File: src/rtl/instruction_fetch.sv
// Single-entry instruction fetch stage with redirect and misaligned-redirect halt.
// Optional registered predecode outputs are enabled by FETCH_PREDECODE_EN.
module instruction_fetch #(
    parameter logic [31:0] RESET_PC = 32'h0000_0000
) (
    input  logic        clk,
    input  logic        rst_n,
    output logic [31:0] imem_addr,
    input  logic [31:0] imem_data,
    input  logic        redirect_valid,
    input  logic [31:0] redirect_pc,
    output logic        out_valid,
    input  logic        out_ready,
    output logic [31:0] out_instr,
    output logic [31:0] out_pc,
    output logic [31:0] out_pc_plus4,
`ifdef FETCH_PREDECODE_EN
    output logic [5:0]  out_opcode,
    output logic [4:0]  out_rs,
    output logic [4:0]  out_rt,
    output logic [4:0]  out_rd,
    output logic [5:0]  out_funct,
    output logic [31:0] out_imm_sext,
    output logic        out_is_branch,
`endif
    output logic        fault
);

    typedef enum logic {
        RUN,
        HALT
    } state_t;

    state_t      state;
    logic [31:0] pc;
    logic        free;
    logic        redir_ok;
    logic        redir_bad;
    logic        take;

    assign imem_addr    = pc;
    assign out_pc_plus4 = out_pc + 32'd4;

    assign free      = !out_valid || out_ready;
    assign redir_ok  = redirect_valid && (redirect_pc[1:0] == 2'b00);
    assign redir_bad = redirect_valid && (redirect_pc[1:0] != 2'b00);
    assign take      = !redirect_valid && free;

    always_ff @(posedge clk or negedge rst_n) begin
        if (!rst_n) begin
            state     <= RUN;
            pc        <= RESET_PC;
            out_valid <= 1'b0;
            out_instr <= '0;
            out_pc    <= '0;
            fault     <= 1'b0;
`ifdef FETCH_PREDECODE_EN
            out_opcode    <= '0;
            out_rs        <= '0;
            out_rt        <= '0;
            out_rd        <= '0;
            out_funct     <= '0;
            out_imm_sext  <= '0;
            out_is_branch <= 1'b0;
`endif
        end else begin
            case (state)
                RUN: begin
                    unique case (1'b1)
                        redir_ok: begin
                            pc        <= redirect_pc;
                            out_valid <= 1'b0;
                        end
                        redir_bad: begin
                            fault     <= 1'b1;
                            out_valid <= 1'b0;
                            state     <= HALT;
                        end
                        take: begin
                            out_instr <= imem_data;
                            out_pc    <= pc;
                            out_valid <= 1'b1;
                            pc        <= pc + 32'd4;
`ifdef FETCH_PREDECODE_EN
                            out_opcode    <= imem_data[31:26];
                            out_rs        <= imem_data[25:21];
                            out_rt        <= imem_data[20:16];
                            out_rd        <= imem_data[15:11];
                            out_funct     <= imem_data[5:0];
                            out_imm_sext  <= {{16{imem_data[15]}},
                                              imem_data[15:0]};
                            out_is_branch <= (imem_data[31:27] == 5'b00010);
`endif
                        end
                        default: ;
                    endcase
                end
                // Halted until reset: nothing moves.
                HALT: ;
                default: state <= HALT;
            endcase
        end
    end

endmodule
File: config.mk
export PLATFORM = sky130hd
export DESIGN_NAME = instruction_fetch
export DESIGN_NICKNAME = d
export VERILOG_FILES = /design/src/rtl/instruction_fetch.sv
export SDC_FILE = /design/constraint.sdc
export NUM_CORES = 1
export LEC_CHECK = 0
export ABC_AREA = 1
export BUFFER_PORTS_ARGS = -buffer_cell sky130_fd_sc_hd__buf_4
export CAP_MARGIN = 10
export CORE_MARGIN = 4
export CORE_UTILIZATION = 25
export CTS_CLUSTER_DIAMETER = 50
export DETAILED_ROUTE_END_ITERATION = 8
export MAX_ROUTING_LAYER = met4
export PLACE_DENSITY = 0.44
export RECOVER_POWER = 100
export SLEW_MARGIN = 20
export SYNTH_ARGS = -nofsm -noshare
export SYNTH_HDL_FRONTEND = slang
export SYNTH_SLANG_ARGS = --single-unit
File: constraint.sdc
create_clock -name clk -period 2.2 [get_ports clk]
set_clock_uncertainty 0.1 [all_clocks]
set_input_delay 0.22 -clock clk [delete_from_list [all_inputs] [get_ports clk]]
set_output_delay 0.22 -clock clk [all_outputs]
set_load 0.01 [all_outputs]
# Word level (Yosys, flattened, before mapping)
# Index checks and enable logic that the tools add are counted.
# word_totals
latchBits	0
word_cells	28
reg_bits	99
ram_bits	0
romBits	0
output_inout_bits	130
input_bits	68
n_memories	0
# op_classes
n_eq_ne	0
reduce_logical	15
n_mul	0
mux	4
n_bitwise	1
n_shift	0
n_lt_le_gt_ge	0
n_addsub	2
n_div	0
# op_table
cell	count
$add 32x3->32 const B	2
$pmux 32 s2	1
$reduce_and 2->1	4
$reduce_bool 2->1	3
$logic_and 1x1->1	3
$logic_not 1->1	2
$logic_not 2->1	1
$mux 1	2
$pmux 1 s2	1
$reduce_or 2->1	1
$logic_or 1x1->1	1
$not 1->1	1

# Logic depth before layout (Yosys ltp)
# depth
depth_word	5
depth_mapped	10
depth_no_buf	10

# Worst setup path before layout
# No wires, ideal clock.
# synth_path
path_kind	register to output
start	register out_pc[2]
end	output port out_pc_plus4[20]
stages_incl_launch_ff	9
arrival_ns	1.490
t_required_ns	1.880
setup_slack_ns	0.390
path_buffers	0
path_cell_list	dfrtp_1 ha_1 nand3_4 nor2_4 nand2_4 nor2_8 nand2_2 nor2_2 xor2_1
# synth_between
elab_chain_cells	1
# synth_lines
item	line	text
start, declared	15	output logic [31:0] out_pc,
start signal, assigned	81	out_pc <= pc;
$add 32x3->32	42	assign out_pc_plus4 = out_pc + 32'd4;
end, declared	16	output logic [31:0] out_pc_plus4,
# No other way between the ends.

# Final worst setup path
# layout_path
start	register out_pc[3]
end	output port out_pc_plus4[20]
# The elaborated chain is that of the path after synthesis.

==> out/results.tsv <==
stage	metric	value	unit
floorplan	die_area	25200	sq um
timing	fin_crit_sh	98.3	%
synth	seq_area_frac_synth	43.5	%
drt	totalWireLength	19900	um
worst_setup_path	crit_type	reg -> out	
finish	ff_latch_area	2490	sq um
drt	drc	0	
drt	drtIter0Drc	301	
timing	slew_headroom	48.9	%
finish	diodes	0	
finish	layout-drive-gt1-share	22.7	%
synth	synth-seq-cells	99	
clock_tree	root_buffer	clkbuf_16	
floorplan	start_util	25.8	%
synth	yosysTopAreaCellShare	43.5	%
worst_setup_path	end_kind	primary output	
grt	grt_pass1_vias	5625	
drt	wire_per_inst	15.3	um
grt	grt_pass1_wl	31600	um
drt	ant_nets	0	
synth	synth_area_per_cell	7.25	sq um
floorplan	boundaryPins	198	
worst_setup_path	arrival	1.84	ns
pwr	p_leak	3.91	nW
grt	grt_start_max_net_pins	67	
finish	final_cell_mix	nand2_1 (305), buf_4 (146), dfrtp_1 (87), nor2_1 (74), clkbuf_1 (62)	
grt	grt-ovfl-total	0	
timing	worst_slack	0.0381	ns
worst_setup_path	startpoint_type	flop	
synth	synth_cell_type_count	40	
hold_path	hold_class	in -> reg	
drt	via_count	5726	
synth	ys.flop_type	dfrtp_1	
clock_tree	clock_sinks	99	
finish	final_common_cell	nand2_1	
timing	tightest_slew	0.766	ns
clock_tree	clkTransAtPathRegs	0.08	ns
synth	yosysTopAreaCell	dfrtp_1	
place	dp_worst_setup_slack	0.288	ns
clock_tree	cts_tree	built	
place	hpwlAfterDp	15300	um
worst_setup_path	cp_max_fo	3	
timing	setup_viol	0	
synth	syn-cell-area	5690	sq um
floorplan	fp.coreArea	22100	sq um
synth	synthesis.nets	855	
clock_tree	numCtsBuffers	9	
finish	area_growth	40.3	%
timing	finalHoldViolations	0	
drt	dr.pass1.iters	5	
grt	antenna_found_initial	0	
pwr	vdd_drop_max	0.415	mV
finish	nFillCells	2425	
worst_setup_path	cp.required	1.88	ns
clock_tree	htreeDepth	3	
timing	min_period	2.16	ns
place	port_buffers	197	
clock_tree	clock_latency	0.35	ns
finish	final_core_util	36.1	%
synth	synthArstFlopShare	100	%
pwr	p_per_area	505	nW/um^2
place	gp_congestion	0.887	
floorplan	die_h	159	um
synth	yosys_warnings	0	
synth	ys_top_cells_by_area	dfrtp_1 (44%), nand2_1 (20%), nor2_1 (5.5%), nand3_1 (4.4%), inv_1 (3.7%)	
floorplan	die_w	159	um
outcome	status	completed	
synth	synthCells	785	
timing	slew_violations	0	
timing	rsz0062_at_grt	true	
synth	synth_edf_count	0	
job	drv_cap	0	
finish	nets	1084	
finish	multi_input_area	2850	sq um
drt	vias_per_cell	4.41	
grt	grtUsageTotal	16.0	%
timing	fmax	463	MHz
floorplan	num_rows	54	
clock_tree	clockBufferDepth	2	
timing	tns	0	ns
## per-layer routing
metal | global-route usage, % | part of all wire (%)
met1 | 21.7 | 48
met2 | 25.0 | 46
met3 | 2.77 | 4.5
met4 | 3.98 | 1.5
met5 | - | 0
## synth_stat cells (all sizes together), types with 3 or more instances
cell,count
buf,24
clkbuf,3
nor2,97
nand4,9
nor3,9
o21ai,54
xor2,18
dfrtp,99
nand3b,3
o22ai,6
xnor2,11
nand2,316
nand3,52
or2,6
inv,63
a21oi,6
## final cells by class
type / count / share of cell area, %
clock buffers: 10 / 2.99
clock inverters: 6 / 1.19
inverters: 64 / 3.04
multi-input cells: 595 / 35.7
flip-flops and latches: 99 / 31.2
well taps: 280 / 4.39
repair buffers: 245 / 21.4
## registers in the layout, summed over array words and instances, names as in the netlist
name	count
out_pc	32
out_instr	32
imem_addr	32
fault	1
out_valid	1
state	1
## logic make-up (layout without fill, tap and decap cells)
family | after synthesis | after routing | share of synthesized area, %
AOI/OAI and AO/OA | 70 | 70 | 6.69
adders and majority gates | 2 | 2 | 0.440
and+or+nand+nor | 494 | 494 | 37.5
buffers and inverters | 91 | 325 | 7.37
xor gates and xnor gates | 29 | 29 | 4.46
DFF | 99 | 99 | 43.5
## path summary, 6_finish.rpt
check,slack [ns],cells past startpoint,to,start
worst min-delay path,0.03,3,imem_addr[3]$_DFFE_PN0P_,redirect_pc[3]
worst max register to register,0.42,10,imem_addr[26]$_DFFE_PN0P_,imem_addr[3]$_DFFE_PN0P_
worst min register to register,0.38,2,fault$_DFFE_PN0P_,fault$_DFFE_PN0P_
min in group asynchronous,0.36,2,fault$_DFFE_PN0P_,rst_n
max in group asynchronous,0.44,3,imem_addr[30]$_DFFE_PN0P_,rst_n
worst max-delay path,0.04,9,out_pc_plus4[20],out_pc[3]$_DFFE_PN0P_
## per-stage QoR
stage	cell area [sq um]	std cells	hold slack [ns]	power [mW]
3_3_place_gp	7450	1245	0.0865	2.24
2_1_floorplan	5690	785	-0.176	2.01
4_1_cts	8150	1296	0.0233	4.10
5_1_grt	7980	1299	0.0265	4.21
3_5_place_dp	7450	1245	0.0857	2.24
6_report	7980	1299	0.0317	4.03
## timing repair
action | CTS | global route
gates resized for setup | 8 | 24
setup buffers | 2 | 3
pin swaps | 3 | 1
endpoints found under the setup margin | 6 | 15
hold endpoints to repair | 59 | 0
hold buffers | 33 | 0
## critical path: stages (launching register included)
cell,delay (ns)
dfrtp_1,0.36
ha_2,0.21
nand3_4,0.09
nor2_4,0.13
nand2_4,0.08
nor2_8,0.12
nand2_2,0.07
nor2_2,0.09
xor2_1,0.18
buf_4,0.15
## report_power, final
part           internal, mW  switching [mW]  total [mW]
logic                 0.175           0.177       0.352
clock network          1.04           0.765        1.81
registers              1.84          0.0334        1.87
total                  3.06           0.975        4.03
No activity file was read; power rests on OpenSTA's default activity.
